--- src/rtl/fila_pkg.sv ---
// Shared definitions for the 8-entry byte queue and its consumer-side reader.
package fila_pkg;

    localparam int FILA_DEPTH = 8;
    localparam int DATA_W     = 8;
    localparam int LEN_W      = 8;

    typedef enum logic [2:0] {
        IDLE,
        REQ,
        WAIT_DATA,
        SETTLE,
        PRESENT
    } leitor_state_t;

endpackage

--- src/rtl/leitor_fila_if.sv ---
// Queue-side and stream-side signals of the queue reader; master = the reader.
interface leitor_fila_if;
    import fila_pkg::*;

    logic              enable;
    logic [LEN_W-1:0]  len_in;
    logic [DATA_W-1:0] data_in;
    logic              dequeue_out;
    logic [DATA_W-1:0] out_data;
    logic              out_valid;
    logic              out_ready;
    logic              busy;
    logic [7:0]        read_count;
    logic              timeout_err;

    modport master (
        input  enable, len_in, data_in, out_ready,
        output dequeue_out, out_data, out_valid, busy, read_count, timeout_err
    );

    modport slave (
        output enable, len_in, data_in, out_ready,
        input  dequeue_out, out_data, out_valid, busy, read_count, timeout_err
    );

endinterface

--- src/rtl/leitor_fila.sv ---
// Queue reader: issues one dequeue per byte, captures it and presents it on valid/ready.
// Optional downstream stall timeout enabled by defining LEITOR_FILA_TIMEOUT_EN.
module leitor_fila
    import fila_pkg::*;
#(
    parameter int SETTLE_CYCLES  = 1,
    parameter int TIMEOUT_CYCLES = 200
) (
    input  logic          clk_10KHz,
    input  logic          reset,
    leitor_fila_if.master bus
);

    localparam logic [2:0] SETTLE_LOAD = 3'(SETTLE_CYCLES - 1);

    leitor_state_t     state, state_nxt;
    logic              deq_q;
    logic [DATA_W-1:0] data_q;
    logic              valid_q;
    logic [7:0]        rc_q;
    logic [2:0]        settle_cnt;
    logic              accept;
    logic              timeout_hit;

    assign accept = (state == PRESENT) && valid_q && bus.out_ready;

    always_comb begin
        state_nxt = state;
        case (state)
            IDLE:      if (bus.enable && (bus.len_in != '0)) state_nxt = REQ;
            REQ:       state_nxt = WAIT_DATA;
            WAIT_DATA: state_nxt = SETTLE;
            SETTLE:    if (settle_cnt == '0) state_nxt = PRESENT;
            PRESENT:   if (accept || timeout_hit) state_nxt = IDLE;
            default:   state_nxt = IDLE;
        endcase
    end

    // dequeue_out and out_valid are registered copies of the state being entered
    always_ff @(posedge clk_10KHz or posedge reset) begin
        if (reset) begin
            state      <= IDLE;
            deq_q      <= 1'b0;
            data_q     <= '0;
            valid_q    <= 1'b0;
            rc_q       <= '0;
            settle_cnt <= '0;
        end else begin
            state   <= state_nxt;
            deq_q   <= (state_nxt == REQ);
            valid_q <= (state_nxt == PRESENT);
            if (state == WAIT_DATA) begin
                data_q     <= bus.data_in;
                settle_cnt <= SETTLE_LOAD;
            end else if ((state == SETTLE) && (settle_cnt != '0)) begin
                settle_cnt <= settle_cnt - 3'd1;
            end
            if (accept) rc_q <= rc_q + 8'd1;
        end
    end

`ifdef LEITOR_FILA_TIMEOUT_EN
    localparam logic [15:0] STALL_LIMIT = 16'(TIMEOUT_CYCLES - 1);

    logic [15:0] stall_cnt;
    logic        err_q;

    assign timeout_hit = (state == PRESENT) && !bus.out_ready && (stall_cnt == STALL_LIMIT);

    // Held at zero outside PRESENT, so every presented byte starts a fresh count
    always_ff @(posedge clk_10KHz or posedge reset) begin
        if (reset) begin
            stall_cnt <= '0;
            err_q     <= 1'b0;
        end else begin
            if (state != PRESENT) stall_cnt <= '0;
            else if (!bus.out_ready) stall_cnt <= stall_cnt + 16'd1;
            if (timeout_hit) err_q <= 1'b1;
        end
    end

    assign bus.timeout_err = err_q;
`else
    // No stall limit in this build; the comparison is false for any legal limit
    assign timeout_hit     = (TIMEOUT_CYCLES < 0);
    assign bus.timeout_err = 1'b0;
`endif

    assign bus.dequeue_out = deq_q;
    assign bus.out_data    = data_q;
    assign bus.out_valid   = valid_q;
    assign bus.busy        = (state != IDLE);
    assign bus.read_count  = rc_q;

endmodule

--- src/flat_wrapper.sv ---
// flat-port wrapper written by rule: the top's interface ports become plain ports
module leitor_fila_flat import fila_pkg::*;
#(
    parameter int SETTLE_CYCLES  = 1,
    parameter int TIMEOUT_CYCLES = 200
)
  (clk_10KHz, reset, bus_enable, bus_len_in, bus_data_in, bus_out_ready, bus_dequeue_out, bus_out_data, bus_out_valid, bus_busy, bus_read_count, bus_timeout_err);
  leitor_fila_if bus_i ();
  input  logic clk_10KHz;
  input  logic reset;
  input wire logic [$bits(bus_i.enable)-1:0] bus_enable;
  input wire logic [$bits(bus_i.len_in)-1:0] bus_len_in;
  input wire logic [$bits(bus_i.data_in)-1:0] bus_data_in;
  input wire logic [$bits(bus_i.out_ready)-1:0] bus_out_ready;
  output wire logic [$bits(bus_i.dequeue_out)-1:0] bus_dequeue_out;
  output wire logic [$bits(bus_i.out_data)-1:0] bus_out_data;
  output wire logic [$bits(bus_i.out_valid)-1:0] bus_out_valid;
  output wire logic [$bits(bus_i.busy)-1:0] bus_busy;
  output wire logic [$bits(bus_i.read_count)-1:0] bus_read_count;
  output wire logic [$bits(bus_i.timeout_err)-1:0] bus_timeout_err;
  assign bus_i.enable = bus_enable;
  assign bus_i.len_in = bus_len_in;
  assign bus_i.data_in = bus_data_in;
  assign bus_i.out_ready = bus_out_ready;
  assign bus_dequeue_out = bus_i.dequeue_out;
  assign bus_out_data = bus_i.out_data;
  assign bus_out_valid = bus_i.out_valid;
  assign bus_busy = bus_i.busy;
  assign bus_read_count = bus_i.read_count;
  assign bus_timeout_err = bus_i.timeout_err;
  leitor_fila #(.SETTLE_CYCLES(SETTLE_CYCLES), .TIMEOUT_CYCLES(TIMEOUT_CYCLES)) u_core (.clk_10KHz(clk_10KHz), .reset(reset), .bus(bus_i));
endmodule
--- config.mk ---
export PLATFORM = sky130hd
export DESIGN_NAME = leitor_fila_flat
export DESIGN_NICKNAME = d
export VERILOG_FILES = /design/src/rtl/fila_pkg.sv /design/src/rtl/leitor_fila_if.sv /design/src/rtl/leitor_fila.sv /design/src/flat_wrapper.sv
export SDC_FILE = /design/constraint.sdc
export NUM_CORES = 1
export LEC_CHECK = 0
export BUFFER_PORTS_ARGS = -buffer_cell sky130_fd_sc_hd__buf_4
export CAP_MARGIN = 20
export CORE_ASPECT_RATIO = 1.25
export CORE_MARGIN = 2
export CORE_UTILIZATION = 48
export CTS_BUF_LIST = sky130_fd_sc_hd__clkbuf_16
export DETAILED_ROUTE_END_ITERATION = 10
export PLACE_DENSITY = 0.87
export SKIP_LAST_GASP = 1
export SLEW_MARGIN = 20
export SYNTH_ARGS = -nofsm -noshare
export SYNTH_HDL_FRONTEND = slang
export SYNTH_SLANG_ARGS = --single-unit
--- constraint.sdc ---
create_clock -name clk_10KHz -period 2.2 [get_ports clk_10KHz]
set_input_delay 0.22 -clock clk_10KHz [delete_from_list [all_inputs] [get_ports clk_10KHz]]
set_output_delay 0.22 -clock clk_10KHz [all_outputs]
set_load 0.005 [all_outputs]
==> Flow_metrics.wiki <==
{| class="wikitable"
! Metric !! Value
|-
| Hold Vio Cnt, Final || 0
|-
| Placed Instances || 156
|-
| Total Die Area || 0.00268 mm2
|-
| DRC Markers || 0
|-
| Share of the cycle needed by the critical path after routing || 77.0%
|-
| Clock buffer count from CTS || 3
|-
| Outcome || completed
|-
| Maximum operating frequency || 591 MHz
|-
| Die width || 46.7 um
|-
| Category of the worst setup path capture point || register
|-
| Post-synth top cells || dfrtp_1 (24), mux2_2 (9), inv_1 (8)
|-
| Number of buffers between clock root and the deepest sink || 2
|-
| Core area || 0.00219 mm2
|-
| Final TNS setup || 0 ps
|-
| Global-route usage over all layers || 17.6%
|-
| Area share of the largest cell type after synthesis || 54.8%
|-
| Largest area contributor in the netlist || dfrtp_1
|-
| Setup violators final || 0
|-
| Drt pass-1 iters || 4
|-
| Sequential fraction of the synthesis area || 54.8%
|-
| DR vias/cell || 5.06
|-
| ANT cells || 0
|-
| Sequential group share of total power || 39.9%
|-
| Depth of the CTS H-tree || 1
|-
| Signed area change from the synthesized netlist to the final layout || 36.1%
|-
| Stage delay of the slowest cell on the critical path || 540 ps
|-
| Share of cells above drive strength 1 || 44.2%
|-
| Part of the total power dissipated in the clock network || 29.2%
|-
| Final cell count without fillers || 160
|-
| Max cap viols || 0
|-
| Comb pwr share || 30.9%
|-
| Number of hold buffers added after CTS || 0
|-
| Grt total ovfl || 0
|-
| Total Power Consumption || 0.00174 W
|-
| Register bit total from synthesis || 24
|-
| Antenna violations before repair || 0
|-
| Power per cell area || 1160 mW/mm2
|-
| Sw frac || 27.3%
|-
| Number of nets produced by synthesis || 114
|-
| Clock Sink Count || 24
|-
| CP max stage cell || or3b_1
|-
| Worst setup skew after layout || 3.36 ps
|-
| RSZ-0062 raised after global routing || no
|-
| Final number of max-transition violations || 0
|-
| Number of DRC markers after the initial detailed-route iteration || 14
|-
| Tmin final || 1690 ps
|-
| Number of post-CTS setup repair buffers || 0
|-
| Resized cells post-CTS || 0
|-
| Number of enable flip-flop cells after synthesis || 0
|-
| Number of nets in the finished design || 153
|-
| Headroom to the max-slew limit || 41.9%
|-
| Synth cell types || 30
|-
| Summed instance area of the synthesized netlist || 0.00110 mm2
|-
| Cells on worst reg2reg path || 3
|-
| Async set-reset flop share out of synthesis || 100%
|-
| Number of port buffers || 38
|-
| Worst skew pair latency || 260 ps
|-
| Remaining antenna violation count after routing || 0
|-
| Via Count || 809
|-
| CTS tree || yes
|-
| Critical Path Start Type || register
|-
| Tightest hold margin || 151 ps
|-
| Synthesized netlist cell count || 91
|-
| CP required || 2340 ps
|-
| Yosys synthesis warning count || 0
|-
| Clock root buffer master || clkbuf_16
|-
| Kind of critical path || register to register
|-
| Most used standard cell by instance count after synthesis || dfrtp_1
|-
| Average detailed-routed wire length per instance || 13.5 um
|-
| Hold Path Class || primary input to async pin
|-
| Initial core utilization || 50.1%
|-
| Die extent in y || 57.4 um
|-
| Average cell area after synthesis || 12.0 um2
|-
| Reported net switching power || 0.000474 W
|-
| Total wire length || 2160 um
|-
| Cell breakdown of the critical path || or3b_1 > nor2_1 > mux2_2
|-
| Worst voltage drop across the vdd grid || 0.786 mV
|-
| Commonest register cell after synthesis || dfrtp_1
|-
| Clk pin slew, worst setup/hold paths || 60 ps
|-
| Largest cells by area after synthesis || dfrtp_1 (55%), mux2_2 (9.2%), xor2_1 (4.0%)
|-
| Internal power component || 0.00126 W
|-
| Global-route wire length before repair || 3420 um
|-
| Placer's final routability congestion estimate || 0.744
|-
| FP Rows || 19
|-
| Static Leakage || 0.735 nW
|-
| Maximum number of pins on one net before global-route repair || 25
|-
| Data arrival at the endpoint of the critical path || 1840 ps
|-
| Vias in the first global route || 843
|-
| Fill cell instance count of the final layout || 175
|-
| Worst slew pin tran || 870 ps
|-
| IO Count || 40
|-
| Post-DP HPWL || 1590 um
|-
| Largest fanout on the critical path || 9
|}
registers in the layout (all words and copies together), names as in the netlist:
signal	count
u_core.bus.dequeue_out	1
u_core.state	3
u_core.bus.out_valid	1
u_core.settle_cnt	3
u_core.bus.out_data	8
u_core.bus.read_count	8
area by class of cell:
| cell class | count | area, um2 | area share (%) |
|---|---|---|---|
| Inverter | 8 | 30.0 | 2.01 |
| Clock inverter | 1 | 30.0 | 2.01 |
| Tap cell | 31 | 38.8 | 2.60 |
| Multi-Input combinational cell | 55 | 432 | 28.9 |
| Clock buffer | 3 | 75.1 | 5.03 |
| Sequential cell | 24 | 601 | 40.3 |
| Timing Repair Buffer | 38 | 285 | 19.1 |
worst max-delay path, delay by kind of cell, from the launching register on:
kind / cells / cell delay, ps
simple gates: 2 / 770
mux: 1 / 350
flops: 1 / 470
cell families after synthesis:
group / share of synthesized area [%]
adders and majority gates: 3.43
muxes: 10.2
AOI/OAI and AO/OA: 5.71
buffers and inverters: 5.82
and+or+nand+nor: 14.2
DFF: 54.8
xor gates and xnor gates: 5.59
other: 0.342
metrics by stage:
stage	setup WS [ps]	util, %	cell area [um2]
after floorplan	602	-	1100
after CTS	503	68.2	1490
after global placement	544	63.4	1390
after global routing	450	68.2	1490
final	507	68.2	1490
after detailed placement	511	63.4	1390
metal layers:
| layer | up-vias | part of all wire [%] | routed length, um | GRT usage [%] |
|---|---|---|---|---|
| met4 | 0 | 1.8 | 39 | 8.33 |
| met2 | 28 | 58 | 1250 | 32.9 |
| met1 | 385 | 37 | 797 | 17.6 |
| met3 | 4 | 3.3 | 71 | 2.85 |
| met5 | - | 0 | 0 | 0 |
| li1 | 392 | - | - | - |
layout by cell type, fill, tap and decap left out, drive strengths merged:
cell | synthesis | final
buf | 3 | 38
dfrtp | 24 | 24
mux2 | 9 | 9
inv | 8 | 8
nor3 | 5 | 5
xor2 | 5 | 5
nand2 | 4 | 4
o22ai | 4 | 4
ha | 3 | 3
clkbuf | 1 | 3
or3b | 3 | 3
nor4 | 3 | 3
nor2 | 3 | 3
nand3 | 2 | 2
nand4 | 2 | 2
xnor2 | 2 | 2
nor2b | 1 | 1
nand2b | 1 | 1
a21oi | 1 | 1
mux2i | 1 | 1
o21bai | 1 | 1
a31oi | 1 | 1
a31o | 1 | 1
and3 | 1 | 1
a22o | 1 | 1
conb | 1 | 1
bufinv | 0 | 1
power by group through the flow:
stage / combinational [W] / sequential, W / clock, W
4_1_cts: 0.000547 / 0.000692 / 0.000520
3_5_place_dp: 0.000538 / 0.000696 / 0
5_1_grt: 0.000587 / 0.000710 / 0.000546
2_1_floorplan: 0.000321 / 0.000673 / 0
6_report: 0.000536 / 0.000693 / 0.000508
3_3_place_gp: 0.000528 / 0.000683 / 0
final timing paths:
path	from	to	slack [ps]
worst max-delay path	u_core.state[0]$_DFF_PP0_	u_core.bus.read_count[1]$_DFFE_PP0P_	510
worst min-delay path	reset	u_core.bus.read_count[5]$_DFFE_PP0P_	150
worst max register to register	u_core.state[0]$_DFF_PP0_	u_core.bus.read_count[1]$_DFFE_PP0P_	510
worst min register to register	u_core.bus.read_count[7]$_DFFE_PP0P_	u_core.bus.read_count[7]$_DFFE_PP0P_	480
max in group asynchronous	reset	u_core.bus.read_count[2]$_DFFE_PP0P_	1510
min in group clk_10KHz	bus_data_in[1]	u_core.bus.out_data[1]$_DFFE_PP0N_	200
(Power assumes the default switching activity.)
